`config.mk`:
```
export PLATFORM = sky130hd
export DESIGN_NAME = invader_march_ctrl
export DESIGN_NICKNAME = d
export VERILOG_FILES = /design/src/rtl/invader_pkg.sv /design/src/rtl/fleet_extent.sv /design/src/rtl/invader_march_ctrl.sv
export SDC_FILE = /design/constraint.sdc
export NUM_CORES = 1
export LEC_CHECK = 0
export CORE_ASPECT_RATIO = 1.5
export CORE_MARGIN = 2
export CORE_UTILIZATION = 49
export CTS_BUF_LIST = sky130_fd_sc_hd__clkbuf_4 sky130_fd_sc_hd__clkbuf_8 sky130_fd_sc_hd__clkbuf_16
export CTS_CLUSTER_DIAMETER = 40
export DETAILED_ROUTE_END_ITERATION = 8
export PLACE_DENSITY = 0.74
export SYNTH_ARGS = -nofsm -noshare
export SYNTH_HDL_FRONTEND = slang
export SYNTH_HIERARCHICAL = 1
export SYNTH_SLANG_ARGS = --single-unit
```
`constraint.sdc`:
```
create_clock -name clk -period 4.1 [get_ports clk]
set_input_delay 0.82 -clock clk [delete_from_list [all_inputs] [get_ports clk]]
set_output_delay 0.82 -clock clk [all_outputs]
set_load 0.03 [all_outputs]
```
`src/rtl/invader_pkg.sv`:
```
// Shared definitions for the invader fleet sequencer.
//  state_t : sequencer states (encoding is exported on fsm_state for the HUD)
//  dir_t   : horizontal march direction
//  DEF_*   : default playfield geometry and pacing constants
package invader_pkg;

  typedef enum logic [2:0] {
    S_IDLE    = 3'd0,
    S_LOAD    = 3'd1,
    S_MARCH   = 3'd2,
    S_STEP    = 3'd3,
    S_DESCEND = 3'd4,
    S_CLEAR   = 3'd5,
    S_OVER    = 3'd6
  } state_t;

  typedef enum logic {
    DIR_RIGHT = 1'b0,
    DIR_LEFT  = 1'b1
  } dir_t;

  // Width of all pixel coordinates and edge arithmetic.
  localparam int unsigned POS_W = 11;

  localparam int unsigned DEF_COLS        = 8;
  localparam int unsigned DEF_ROWS        = 4;
  localparam int unsigned DEF_X_MIN       = 150;
  localparam int unsigned DEF_X_MAX       = 776;
  localparam int unsigned DEF_Y_START     = 55;
  localparam int unsigned DEF_Y_LIMIT     = 470;
  localparam int unsigned DEF_COL_PITCH   = 48;
  localparam int unsigned DEF_ROW_PITCH   = 32;
  localparam int unsigned DEF_ALIEN_W     = 32;
  localparam int unsigned DEF_ALIEN_H     = 16;
  localparam int unsigned DEF_STEP_X      = 8;
  localparam int unsigned DEF_STEP_Y      = 16;
  localparam int unsigned DEF_BASE_PERIOD = 34;
  localparam int unsigned DEF_MIN_PERIOD  = 2;

endpackage

```
`src/rtl/fleet_extent.sv`:
```
// Combinational extent finder for the alive fleet.
//  alive_mask : ROWS*COLS alive bits, index = row*COLS + col
//  lcol       : leftmost column holding any alive invader
//  rcol       : rightmost column holding any alive invader
//  lrow       : lowest on-screen row (highest row index) holding any alive invader
//  any_alive  : at least one invader alive
// Extents are 0 when the mask is empty; callers gate on any_alive.
module fleet_extent
  import invader_pkg::*;
#(
  parameter int unsigned COLS = DEF_COLS,
  parameter int unsigned ROWS = DEF_ROWS,
  localparam int unsigned CW = (COLS > 1) ? $clog2(COLS) : 1,
  localparam int unsigned RW = (ROWS > 1) ? $clog2(ROWS) : 1
) (
  input  logic [ROWS*COLS-1:0] alive_mask,
  output logic [CW-1:0]        lcol,
  output logic [CW-1:0]        rcol,
  output logic [RW-1:0]        lrow,
  output logic                 any_alive
);

  logic [COLS-1:0] col_any;
  logic [ROWS-1:0] row_any;

  always_comb begin
    col_any = '0;
    row_any = '0;
    for (int unsigned r = 0; r < ROWS; r++) begin
      for (int unsigned c = 0; c < COLS; c++) begin
        col_any[c] = col_any[c] | alive_mask[r*COLS + c];
        row_any[r] = row_any[r] | alive_mask[r*COLS + c];
      end
    end
  end

  // Ascending scans where the last hit wins: rcol/lrow pick the highest
  // index, lcol scans from the top down so it ends on the lowest index.
  always_comb begin
    lcol = '0;
    rcol = '0;
    lrow = '0;
    for (int unsigned i = 0; i < COLS; i++) begin
      if (col_any[i]) rcol = CW'(i);
      if (col_any[COLS-1-i]) lcol = CW'(COLS-1-i);
    end
    for (int unsigned i = 0; i < ROWS; i++) begin
      if (row_any[i]) lrow = RW'(i);
    end
  end

  assign any_alive = |alive_mask;

endmodule

```
`src/rtl/invader_march_ctrl.sv`:
```
// Invader fleet sequencer: paces the march on frame ticks, steps fleet_x,
// descends and reverses at the playfield edges, tracks the alive mask and
// handles kill requests from the shot logic.
//  clk, reset   : clock; asynchronous active-low reset
//  start        : 1-cycle pulse, new game (from IDLE or OVER)
//  frame_tick   : 1-cycle pulse per VGA frame
//  kill_valid   : kill request, held until kill_ack
//  kill_row/col : target invader of the kill request
//  kill_ack     : 1-cycle accept of the current kill request
//  score_inc    : 1-cycle pulse when a live invader was destroyed
//  fleet_x/y    : pixel origin of column 0 / row 0
//  alive_mask   : 1 = invader alive, index row*COLS+col
//  alive_count  : number of set bits in alive_mask
//  fsm_state    : current state_t encoding
//  game_over    : high while in OVER
// Build option: define INVADER_SPEEDUP_EN to shorten the step interval as
// the fleet thins (MIN_PERIOD + alive_count - 1 frames); otherwise the
// interval is a constant BASE_PERIOD frames.
module invader_march_ctrl
  import invader_pkg::*;
#(
  parameter int unsigned COLS        = DEF_COLS,
  parameter int unsigned ROWS        = DEF_ROWS,
  parameter int unsigned X_MIN       = DEF_X_MIN,
  parameter int unsigned X_MAX       = DEF_X_MAX,
  parameter int unsigned Y_START     = DEF_Y_START,
  parameter int unsigned Y_LIMIT     = DEF_Y_LIMIT,
  parameter int unsigned COL_PITCH   = DEF_COL_PITCH,
  parameter int unsigned ROW_PITCH   = DEF_ROW_PITCH,
  parameter int unsigned ALIEN_W     = DEF_ALIEN_W,
  parameter int unsigned ALIEN_H     = DEF_ALIEN_H,
  parameter int unsigned STEP_X      = DEF_STEP_X,
  parameter int unsigned STEP_Y      = DEF_STEP_Y,
  parameter int unsigned BASE_PERIOD = DEF_BASE_PERIOD,
  parameter int unsigned MIN_PERIOD  = DEF_MIN_PERIOD,
  localparam int unsigned N     = ROWS * COLS,
  localparam int unsigned CW    = (COLS > 1) ? $clog2(COLS) : 1,
  localparam int unsigned RW    = (ROWS > 1) ? $clog2(ROWS) : 1,
  localparam int unsigned CNT_W = $clog2(N + 1)
) (
  input  logic             clk,
  input  logic             reset,
  input  logic             start,
  input  logic             frame_tick,
  input  logic             kill_valid,
  input  logic [RW-1:0]    kill_row,
  input  logic [CW-1:0]    kill_col,
  output logic             kill_ack,
  output logic             score_inc,
  output logic [10:0]      fleet_x,
  output logic [10:0]      fleet_y,
  output logic [N-1:0]     alive_mask,
  output logic [CNT_W-1:0] alive_count,
  output logic [2:0]       fsm_state,
  output logic             game_over
);

  localparam int unsigned SPD_MAX = MIN_PERIOD + N - 1;
  localparam int unsigned PER_MAX = (BASE_PERIOD > SPD_MAX) ? BASE_PERIOD : SPD_MAX;
  localparam int unsigned PER_W   = $clog2(PER_MAX + 1);
  localparam int unsigned IDX_W   = (N > 1) ? $clog2(N) : 1;

`ifdef INVADER_SPEEDUP_EN
  localparam int unsigned LOAD_PERIOD = SPD_MAX;
`else
  localparam int unsigned LOAD_PERIOD = BASE_PERIOD;
`endif

  localparam logic [POS_W-1:0] X_MIN_P     = POS_W'(X_MIN);
  localparam logic [POS_W-1:0] X_MAX_P     = POS_W'(X_MAX);
  localparam logic [POS_W-1:0] Y_START_P   = POS_W'(Y_START);
  localparam logic [POS_W-1:0] Y_LIMIT_P   = POS_W'(Y_LIMIT);
  localparam logic [POS_W-1:0] COL_PITCH_P = POS_W'(COL_PITCH);
  localparam logic [POS_W-1:0] ROW_PITCH_P = POS_W'(ROW_PITCH);
  localparam logic [POS_W-1:0] ALIEN_W_P   = POS_W'(ALIEN_W);
  localparam logic [POS_W-1:0] ALIEN_H_P   = POS_W'(ALIEN_H);
  localparam logic [POS_W-1:0] STEP_X_P    = POS_W'(STEP_X);
  localparam logic [POS_W-1:0] STEP_Y_P    = POS_W'(STEP_Y);

  state_t              state_q,       state_d;
  dir_t                dir_q,         dir_d;
  logic [POS_W-1:0]    fleet_x_q,     fleet_x_d;
  logic [POS_W-1:0]    fleet_y_q,     fleet_y_d;
  logic [PER_W-1:0]    frame_cnt_q,   frame_cnt_d;
  logic [PER_W-1:0]    period_q,      period_d;
  logic [N-1:0]        alive_mask_q,  alive_mask_d;
  logic [CNT_W-1:0]    alive_count_q, alive_count_d;
  logic                kill_busy_q,   kill_busy_d;
  logic                kill_ack_q,    kill_ack_d;
  logic                score_inc_q,   score_inc_d;

  logic [CW-1:0]       lcol, rcol;
  logic [RW-1:0]       lrow;
  logic                any_alive;

  fleet_extent #(
    .COLS (COLS),
    .ROWS (ROWS)
  ) u_extent (
    .alive_mask (alive_mask_q),
    .lcol       (lcol),
    .rcol       (rcol),
    .lrow       (lrow),
    .any_alive  (any_alive)
  );

  // Edge tests are done on the pre-move position, so a left step is only
  // taken when it cannot push fleet_x below X_MIN (no unsigned wrap).
  logic [POS_W-1:0] right_edge, left_edge, y_desc, bottom;
  logic             step_blocked, over_limit;

  assign right_edge   = fleet_x_q + POS_W'(rcol) * COL_PITCH_P + ALIEN_W_P;
  assign left_edge    = fleet_x_q + POS_W'(lcol) * COL_PITCH_P;
  assign step_blocked = (dir_q == DIR_RIGHT) ? (right_edge + STEP_X_P > X_MAX_P)
                                             : (left_edge < X_MIN_P + STEP_X_P);
  assign y_desc       = fleet_y_q + STEP_Y_P;
  assign bottom       = y_desc + POS_W'(lrow) * ROW_PITCH_P + ALIEN_H_P;
  assign over_limit   = (bottom >= Y_LIMIT_P);

  // Next interval length, latched whenever frame_cnt restarts.
  logic [PER_W-1:0] step_period;
`ifdef INVADER_SPEEDUP_EN
  assign step_period = PER_W'(MIN_PERIOD) + PER_W'(alive_count_q) - PER_W'(1);
`else
  assign step_period = PER_W'(BASE_PERIOD);
`endif

  // Kill handshake: a request is accepted on the first cycle kill_valid is
  // seen after having been low, so a held request is acked exactly once.
  logic [31:0]      kill_lin;
  logic [IDX_W-1:0] kill_idx;
  logic             kill_accept, kill_live, kill_hit;

  assign kill_lin    = 32'(kill_row) * COLS + 32'(kill_col);
  assign kill_idx    = IDX_W'(kill_lin);
  assign kill_accept = kill_valid & ~kill_busy_q;
  assign kill_live   = (state_q == S_MARCH) || (state_q == S_STEP) || (state_q == S_DESCEND);
  assign kill_hit    = kill_accept & kill_live & (kill_lin < N) & alive_mask_q[kill_idx];

  always_comb begin
    state_d       = state_q;
    dir_d         = dir_q;
    fleet_x_d     = fleet_x_q;
    fleet_y_d     = fleet_y_q;
    frame_cnt_d   = frame_cnt_q;
    period_d      = period_q;
    alive_mask_d  = alive_mask_q;
    alive_count_d = alive_count_q;
    kill_busy_d   = kill_valid;
    kill_ack_d    = kill_accept;
    score_inc_d   = kill_hit;

    // STEP/DESCEND read the registered mask, so a kill landing in the same
    // cycle only affects the following step.
    if (kill_hit) begin
      alive_mask_d[kill_idx] = 1'b0;
      alive_count_d          = alive_count_q - CNT_W'(1);
    end

    case (state_q)
      S_IDLE: begin
        if (start) state_d = S_LOAD;
      end
      S_LOAD: begin
        alive_mask_d  = '1;
        alive_count_d = CNT_W'(N);
        fleet_x_d     = X_MIN_P;
        fleet_y_d     = Y_START_P;
        dir_d         = DIR_RIGHT;
        frame_cnt_d   = '0;
        period_d      = PER_W'(LOAD_PERIOD);
        state_d       = S_MARCH;
      end
      S_MARCH: begin
        if (!any_alive) begin
          state_d = S_CLEAR;
        end else if (frame_tick) begin
          if (frame_cnt_q == period_q - PER_W'(1)) begin
            frame_cnt_d = '0;
            period_d    = step_period;
            state_d     = S_STEP;
          end else begin
            frame_cnt_d = frame_cnt_q + PER_W'(1);
          end
        end
      end
      S_STEP: begin
        if (!any_alive) begin
          state_d = S_CLEAR;
        end else if (step_blocked) begin
          state_d = S_DESCEND;
        end else begin
          fleet_x_d = (dir_q == DIR_RIGHT) ? fleet_x_q + STEP_X_P : fleet_x_q - STEP_X_P;
          state_d   = S_MARCH;
        end
      end
      S_DESCEND: begin
        if (!any_alive) begin
          state_d = S_CLEAR;
        end else begin
          fleet_y_d = y_desc;
          dir_d     = (dir_q == DIR_RIGHT) ? DIR_LEFT : DIR_RIGHT;
          state_d   = over_limit ? S_OVER : S_MARCH;
        end
      end
      S_CLEAR: begin
        if (frame_tick) state_d = S_LOAD;
      end
      S_OVER: begin
        if (start) state_d = S_LOAD;
      end
      default: state_d = S_IDLE;
    endcase
  end

  always_ff @(posedge clk or negedge reset) begin
    if (!reset) begin
      state_q       <= S_IDLE;
      dir_q         <= DIR_RIGHT;
      fleet_x_q     <= X_MIN_P;
      fleet_y_q     <= Y_START_P;
      frame_cnt_q   <= '0;
      period_q      <= PER_W'(LOAD_PERIOD);
      alive_mask_q  <= '0;
      alive_count_q <= '0;
      kill_busy_q   <= 1'b0;
      kill_ack_q    <= 1'b0;
      score_inc_q   <= 1'b0;
    end else begin
      state_q       <= state_d;
      dir_q         <= dir_d;
      fleet_x_q     <= fleet_x_d;
      fleet_y_q     <= fleet_y_d;
      frame_cnt_q   <= frame_cnt_d;
      period_q      <= period_d;
      alive_mask_q  <= alive_mask_d;
      alive_count_q <= alive_count_d;
      kill_busy_q   <= kill_busy_d;
      kill_ack_q    <= kill_ack_d;
      score_inc_q   <= score_inc_d;
    end
  end

  assign kill_ack    = kill_ack_q;
  assign score_inc   = score_inc_q;
  assign fleet_x     = fleet_x_q;
  assign fleet_y     = fleet_y_q;
  assign alive_mask  = alive_mask_q;
  assign alive_count = alive_count_q;
  assign fsm_state   = state_q;
  assign game_over   = (state_q == S_OVER);

endmodule

```
==> flow_metrics.tcl, run 1 <==
set metrics [dict create \
    p_int_mw 2.27 \
    fp.dieH_um 125 \
    fin_cells 735 \
    drt-initial-drc-count 223 \
    dieArea_um2 10500 \
    critPathKind "reg -> reg" \
    fin_nets 662 \
    clk_latency_ps 340 \
    p_comb_frac 0.553 \
    peakVddDrop_v 0.000386 \
    postPlaceCellArea_um2 6040 \
    crit_path_start_kind "flop" \
    end_kind "flop" \
    p_sw_frac 0.434 \
    clockBufferDepth 2 \
    core_um2 9580 \
    violations "setup timing" \
    io-pin-count 76 \
    min_period_ps 4180 \
    cts-root-buf "clkbuf_16" \
    ant_nets 0 \
    vias_per_cell 6.04 \
    pwr_density_cell_nw_per_um2 624 \
    p_switching_mw 1.74 \
    hold_class "reg -> reg" \
    drc_errors 0 \
    start_util 0.496 \
    async_reset_ff_frac 1.00 \
    grt_usage 0.257 \
    rsz0062_at_grt "true" \
    clkPwrFrac 0.175 \
    crit_arrival_ps 4390 \
    crit_required_ps 4310 \
    cp_max_fo 4 \
    hold_viol 0 \
    netlist_area_um2 4750 \
    place.gp.congestion 0.923 \
    synth_area_leader_cell "dfrtp_1" \
    grt_pass1_vias 4577 \
    drive_gt1_frac 0.227 \
    dp_hpwl_um 9700 \
    leakagePower_nw 2.62 \
    ys_types 71 \
    setup_viol_count_final 8 \
    clkSlewWorstSetupHoldPaths_ps 60 \
    avgSynthCellArea_um2 9.54 \
    synth_seq_area_share 0.360 \
    cts_made_buffers 9 \
    synth_seq_cells 68 \
    synthFlopType "dfrtp_1" \
    yosys-top-cells-area "dfrtp_1 (33%), ha_1 (8.4%), o22a_1 (4.4%)" \
    dieWidth_um 84.4 \
    cts_tree "done" \
    timing.fmax_mhz 239 \
    cts_htree_levels 3 \
    portBuffers 73 \
    final-max-slew-violation-count 0 \
    antenna_cells 0 \
    rows 44 \
    placed_cells 717 \
    yosys.area.top_type_share 0.327 \
    max_cap_violations 0 \
    ys_warn_count 6 \
    grt_start_max_net_pins 69 \
    grt_pass1_wl_um 21900 \
    yosysMostFrequentCell "dfrtp_1" \
    seqPwrFrac 0.271 \
    synth_edf_count 0 \
    finalCritPeriodShare 1.02 \
    finalWirelength_um 13100 \
    synth_cells 498 \
    grt-ovfl-total 0 \
    via_count 4437 \
    area_delta_synth_final_pct 35.4 \
    p_total_mw 4.02 \
    fin_area_um2 6430 \
    wl_per_cell_um 17.9 \
    fin_ws_ps -76.3 \
    outcome "complete, but fails checks" \
    clock_skew_ps 8.72 \
    antenna_found_initial 0 \
    worstMarginPinSlew_ps 748 \
    drtPass1Iterations 4 \
    slew-limit-headroom 0.497 \
    ys_top_cells_by_count "dfrtp_1 (62), nand2_1 (40), o21ai_0 (37)" \
    numClockSinks 68 \
]
[worst paths after layout]
path	from	cells after the start	end	slack [ps]
worst min register to register	kill_busy_q	1	kill_ack	440
worst max-delay path	alive_mask[14]	14	fleet_x[10]	-80
worst min-delay path	kill_busy_q	1	kill_ack	440
max in group asynchronous	reset	2	fleet_y[2]	3250
worst max register to register	alive_mask[14]	14	fleet_x[10]	-80
min in group asynchronous	reset	2	alive_mask[16]	500
[power by group through the flow]
stage,sequential [mW],clock [mW],combinational [mW]
after floorplan,1.28,0,1.17
after global placement,1.08,0,2.04
after detailed placement,1.09,0,2.09
after CTS,1.08,0.713,2.21
after global routing,1.12,0.737,2.42
final,1.09,0.704,2.22
[stage by stage]
| step | util | worst slack, ps | hold slack (ps) | setup TNS [ps] |
|---|---|---|---|---|
| floorplan | - | -21.6 | 386 | -21.6 |
| global placement | 0.630 | -12.1 | 422 | -12.1 |
| detailed placement | 0.630 | -124 | 424 | -405 |
| CTS | 0.665 | -71.0 | 437 | -71.0 |
| global route | 0.671 | -192 | 461 | -1340 |
| finish | 0.671 | -76.3 | 444 | -401 |
[cells by family after synthesis]
kind of cell	Yosys count	synth area share
simple gates	181	0.213
compound gates	128	0.184
flops	68	0.360
buf+inv	44	0.0392
fa+ha+maj	37	0.105
xor+xnor	22	0.0406
mux	17	0.0569
other cells	1	0.000789
[routing by layer]
layer | up-vias | part of all wire | GRT usage
met5 | - | 0 | 0
met4 | 0 | 0.054 | 0.165
met3 | 50 | 0.040 | 0.0457
met2 | 129 | 0.52 | 0.434
met1 | 2178 | 0.39 | 0.294
li1 | 2080 | - | -
[critical path, cell delays in order, from the launching register on]
cell	delay, ps
dfrtp_2	400
or4_4	580
nor2_4	160
o21a_1	150
nor2_1	60
buf_4	140
fa_1	570
ha_4	210
xor2_1	160
or4_4	480
nor3b_1	160
o41ai_2	390
a211oi_2	110
nor4b_1	170
a311o_1	310
[state kept, by name, summed over array words and instances, names as in the netlist]
register	count
alive_mask	32
fleet_x	9
fleet_y	8
alive_count	6
frame_cnt_q	6
fsm_state	3
dir_q	1
kill_ack	1
kill_busy_q	1
score_inc	1
[layout by cell type, fill, tap and decap left out, drive strengths merged, types with 14 or more instances in the layout]
cell type      count
nor2              37
o21ai             37
nor4              14
clkdlybuf4s50     72
dfrtp             62
inv               19
a21oi             23
ha                32
nand2             41
o22a              24
buf               58
[timing repair]
item | 4_1_cts | 5_1_grt
endpoints found under the setup margin | 8 | 10
buffers inserted | 1 | 2
cloned | 0 | 0
hold buffers | 0 | 0
pin swaps | 15 | 13
resized for setup | 12 | 9
[cell type report]
class / count / area [µm²]
fill: 767 / 3150
multi-input combinational: 387 / 3050
sequential: 68 / 1720
timing repair buffer: 130 / 1180
clock buffer: 9 / 225
tap: 115 / 144
inverter: 19 / 71.3
clock inverter: 7 / 43.8
No activity file was read; power rests on OpenSTA's default activity.
==> inputs of run 2 (changes only) <==
--- a/config.mk
+++ b/config.mk
@@ -11,7 +11,7 @@
 export CTS_BUF_LIST = sky130_fd_sc_hd__clkbuf_4 sky130_fd_sc_hd__clkbuf_8 sky130_fd_sc_hd__clkbuf_16
 export CTS_CLUSTER_DIAMETER = 40
 export DETAILED_ROUTE_END_ITERATION = 8
-export PLACE_DENSITY = 0.74
+export PLACE_DENSITY_LB_ADDON = 0.15
 export SYNTH_ARGS = -nofsm -noshare
 export SYNTH_HDL_FRONTEND = slang
 export SYNTH_HIERARCHICAL = 1
==> run 2 against run 1 <==
  * The flow still finishes with violations (setup timing)
  * Maximum frequency down 0.11%
  * Register-to-register slack about the same
  * Highest routed layer unchanged
  * Die area unchanged
  * Power up 8.4%
  * Worst setup slack worse by 4.7 ps
  * Sequential share of layout area down 0.30 points
  * Largest cell class unchanged
==> flow_metrics.tcl, run 2 (synthesized netlist as in run 1, its figures left out) <==
set metrics [dict create \
    vias_per_cell 6.06 \
    violations "setup timing" \
    critPathKind "reg -> reg" \
    drtPass1Iterations 5 \
    place.gp.congestion 0.939 \
    antenna_cells 0 \
    crit_start "alive_mask[10]" \
    area_delta_synth_final_pct 36.9 \
    cp_max_fo 4 \
    finalWirelength_um 13300 \
    post-route-util 0.679 \
    dieArea_um2 10500 \
    crit_arrival_ps 4400 \
    timing.fmax_mhz 239 \
    leakagePower_nw 2.66 \
    cts_htree_levels 3 \
    rows 44 \
    crit_path_start_kind "flop" \
    finalCritPeriodShare 1.02 \
    clockBufferDepth 2 \
    fin_area_um2 6500 \
    max_cap_violations 0 \
    layout_commonest_cell "clkdlybuf4s50_1" \
    clkSlewWorstSetupHoldPaths_ps 50 \
    final-max-slew-violation-count 0 \
    grt_start_max_net_pins 69 \
    start_util 0.496 \
    postPlaceCellArea_um2 6020 \
    drc_errors 0 \
    io-pin-count 76 \
    wl_per_cell_um 18.1 \
    rsz0062_at_grt "true" \
    min_period_ps 4180 \
    via_count 4447 \
    dp_hpwl_um 9880 \
    hold_path_startpoint "kill_busy_q" \
    cts-root-buf "clkbuf_16" \
    grt_pass1_wl_um 21600 \
    end_kind "flop" \
    mostFrequentLayoutCells "clkdlybuf4s50_1 (72), dfrtp_1 (56), buf_4 (55), nand2_1 (39), nor2_1 (34)" \
    grt-ovfl-total 0 \
    setup_viol_count_final 7 \
    core_um2 9580 \
    fin_ws_ps -81.0 \
    clk_latency_ps 340 \
    cts_tree "done" \
    hold_class "reg -> reg" \
    fp.dieH_um 125 \
    fin_nets 661 \
    cts_made_buffers 9 \
    hold_viol 0 \
    portBuffers 73 \
    clock_skew_ps 6.35 \
    ctsHoldBuffers 0 \
    drt-initial-drc-count 280 \
    fin_cells 734 \
    dieWidth_um 84.4 \
    antenna_found_initial 0 \
    p_total_mw 4.35 \
    pwr_density_cell_nw_per_um2 669 \
    crit_required_ps 4320 \
    grt_pass1_vias 4480 \
    drive_gt1_frac 0.216 \
    fin_tns_setup_ps -147 \
    placed_cells 716 \
    worstMarginPinSlew_ps 852 \
    ant_nets 0 \
    slew-limit-headroom 0.432 \
    numClockSinks 68 \
    reg2reg_from "alive_mask[10]" \
    outcome "complete, but fails checks" \
    largest_reg_flops 32 \
    peakVddDrop_v 0.000394 \
    grt_usage 0.256 \
]
## run 2: cell count changes in the layout (fill, tap and decap cells not counted), sizes merged
cell	change
buf	-1
bufinv	+5
clkbuf	+1
clkinv	-5
clkinvlp	-2
inv	+1
## run 2: stage by stage
stage | hold WS, ps | setup slack, ps
4_1_cts | 430 | -58.9
5_1_grt | 438 | -249
3_3_place_gp | 414 | -24.2
6_report | 424 | -81.0
2_1_floorplan | 386 | -21.6
3_5_place_dp | 422 | -154
## run 2: repair_timing
action                     4_1_cts  5_1_grt
pin swaps                        4       14
resized for setup                5       10
buffers inserted                 1        2
setup endpoints to repair        8       10
## run 2: layer usage
layer	global-route usage	vias up	part of all wire
met5	0	-	0
met4	0.108	0	0.035
met3	0.0484	36	0.042
met2	0.458	160	0.53
met1	0.297	2163	0.39
li1	-	2088	-
## run 2: path summary, 6_finish.rpt
kind | endpoint | slack (ps) | cells after the start
worst min register to register | kill_ack | 420 | 1
worst max-delay path | fleet_x[10] | -80 | 15
min in group asynchronous | alive_mask[9] | 670 | 2
worst max register to register | fleet_x[10] | -80 | 15
max in group asynchronous | alive_mask[30] | 2820 | 2
worst min-delay path | kill_ack | 420 | 1
## run 2: worst max-delay path: stages, from the launching register on
cell       delay [ps]
dfrtp_2           400
or4_4             580
o21ai_2           150
a21boi_1           70
o21ai_1           180
ha_2              210
fa_1              450
ha_4              290
ha_4              200
nor2b_4           120
o21a_1            200
o21a_1            230
a2111oi_4         330
a211oi_2          160
nor4b_2           180
a311o_1           320
## run 2: layout make-up
type | instances | area, µm²
Sequential cell | 68 | 1720
Inverter | 19 | 71.3
Clock inverter | 6 | 159
Tap cell | 115 | 144
Fill cell | 760 | 3070
Clock buffer | 10 | 233
Timing Repair Buffer | 129 | 1160
Multi-Input combinational cell | 387 | 3020
## run 2: report_power, final
group	total (mW)	leakage, nW	internal, mW	switching, mW
sequential	1.07	0.742	0.837	0.237
clock	1.02	0.191	0.726	0.298
combinational	2.25	1.73	1.05	1.21
==> inputs of run 3 (changes only) <==
--- a/config.mk
+++ b/config.mk
@@ -11,7 +11,7 @@
 export CTS_BUF_LIST = sky130_fd_sc_hd__clkbuf_4 sky130_fd_sc_hd__clkbuf_8 sky130_fd_sc_hd__clkbuf_16
 export CTS_CLUSTER_DIAMETER = 40
 export DETAILED_ROUTE_END_ITERATION = 8
-export PLACE_DENSITY_LB_ADDON = 0.15
+export PLACE_DENSITY_LB_ADDON = 0.3
 export SYNTH_ARGS = -nofsm -noshare
 export SYNTH_HDL_FRONTEND = slang
 export SYNTH_HIERARCHICAL = 1
==> run 3 against run 2 <==
  * Sequential power is essentially flat
  * Clock power shrank 21%
  * The flow still finishes with violations (setup timing)
  * Critical path type unchanged
  * Routed wire length grew 1.9%
  * Flip-flop and latch count is the same
  * Non-clock buffer count shrank 1
  * Critical path depth is the same
  * Power shrank 4.0%
  * Final cell count shrank 0.14%
  * Worst setup slack lost 45 ps
  * Critical endpoint unchanged
  * First-iteration DRC count grew 7.5%
  * Clock-buffer cell count grew 2
  * Via count grew 0.38%
==> flow_metrics.tcl, run 3 (synthesized netlist as in run 1, its figures left out) <==
set metrics [dict create \
    clock_skew_ps 6.81 \
    cp_max_fo 4 \
    numClockSinks 68 \
    crit_path_start_kind "flop" \
    grt_pass1_vias 4561 \
    critPathKind "reg -> reg" \
    cts_made_buffers 9 \
    grt-ovfl-total 0 \
    dieArea_um2 10500 \
    finalWirelength_um 13500 \
    hold_class "reg -> reg" \
    grt_usage 0.262 \
    whs_ps 414 \
    rsz0062_at_grt "true" \
    violations "setup timing" \
    fin_area_um2 6440 \
    grt_start_max_net_pins 46 \
    mostFrequentLayoutCells "clkdlybuf4s50_1 (72), dfrtp_1 (56), buf_4 (53), nand2_1 (39), nor2_1 (34)" \
    post-route-util 0.673 \
    antenna_found_initial 0 \
    hold_viol 0 \
    cts_htree_levels 3 \
    portBuffers 73 \
    fp.dieH_um 125 \
    drc_errors 0 \
    vias_per_cell 6.09 \
    crit_arrival_ps 4460 \
    p_total_mw 4.18 \
    antenna_cells 0 \
    timing.fmax_mhz 237 \
    largest_reg_flops 32 \
    max_cap_violations 0 \
    finalCritPeriodShare 1.03 \
    drt-initial-drc-count 301 \
    worstMarginPinSlew_ps 1010 \
    ant_nets 0 \
    cts_tree "done" \
    core_um2 9580 \
    end_kind "flop" \
    place.gp.congestion 0.895 \
    clockBufferDepth 2 \
    setup_viol_count_final 8 \
    outcome "complete, but fails checks" \
    fin_ws_ps -126 \
    drtPass1Iterations 4 \
    slew-limit-headroom 0.330 \
    peakVddDrop_v 0.000388 \
    clkSlewWorstSetupHoldPaths_ps 60 \
    area_delta_synth_final_pct 35.6 \
    final-max-slew-violation-count 0 \
    drive_gt1_frac 0.217 \
    leakagePower_nw 2.63 \
    pwr_density_cell_nw_per_um2 648 \
    grt_pass1_wl_um 22000 \
    min_period_ps 4230 \
    via_count 4464 \
    start_util 0.496 \
    fin_nets 660 \
    io-pin-count 76 \
    rows 44 \
    clk_latency_ps 350 \
    cts-root-buf "clkbuf_16" \
    fin_tns_setup_ps -353 \
    postPlaceCellArea_um2 5980 \
    dieWidth_um 84.4 \
    dp_hpwl_um 9770 \
    crit_required_ps 4330 \
    layout_commonest_cell "clkdlybuf4s50_1" \
    wl_per_cell_um 18.5 \
]
[run 3: cell types whose count changed in the layout (fill, tap and decap cells not counted), sizes merged]
| cell | previous run | this run |
|---|---|---|
| clkinv | 0 | 2 |
| bufinv | 5 | 1 |
| inv | 20 | 19 |
| clkinvlp | 0 | 1 |
| clkbuf | 10 | 12 |
| buf | 57 | 56 |
[run 3: where the power goes]
group	switching (mW)	internal [mW]
logic	1.22	1.06
registers	0.260	0.837
clock network	0.297	0.508
total	1.77	2.40
[run 3: final timing paths]
check / from / to / slack, ps / cells after the start
min in group asynchronous: reset / fleet_y[7] / 640 / 1
worst min register to register: kill_busy_q / kill_ack / 410 / 1
worst max register to register: alive_mask[18] / fleet_x[10] / -130 / 15
worst max-delay path: alive_mask[18] / fleet_x[10] / -130 / 15
max in group asynchronous: reset / alive_mask[10] / 2530 / 2
worst min-delay path: kill_busy_q / kill_ack / 410 / 1
[run 3: cell type report]
class	instances	area [µm²]
Timing Repair Buffer	128	1150
Inverter	19	71.3
Multi-Input combinational cell	387	3050
Fill cell	765	3140
Sequential cell	68	1720
Clock inverter	4	47.5
Tap cell	115	144
Clock buffer	12	260
[run 3: stage by stage]
step / worst slack [ps] / cells
after global routing: -312 / 733
after global placement: -8.51 / 711
after detailed placement: -80.7 / 711
after CTS: -65.6 / 729
after floorplan: -21.6 / 499
final: -126 / 733
[run 3: worst max-delay path, stage by stage (launching register included)]
cell       delay (ps)
dfrtp_2           400
or4_4             570
nor2b_2           160
buf_4             120
o21ai_1            80
buf_4             150
fa_1              430
xor2_1            210
ha_1              310
ha_4              280
o21a_1            130
o21a_1            240
a2111oi_4         380
a211oi_4          130
and4_4            200
a311o_1           310
[run 3: layer usage]
layer	vias to the layer above	part of all wire	global-route usage	wire, µm
met1	2182	0.37	0.289	5000
met2	158	0.53	0.456	7130
met5	-	0	0	0
met3	56	0.052	0.0583	700
met4	0	0.052	0.148	697
li1	2068	-	-	-
[run 3: timing repair]
item | in CTS | in global routing
resized for setup | 0 | 18
pin swaps | 3 | 14
buffers inserted | 2 | 4
hold buffers | 0 | 0
endpoints found under the setup margin | 8 | 10
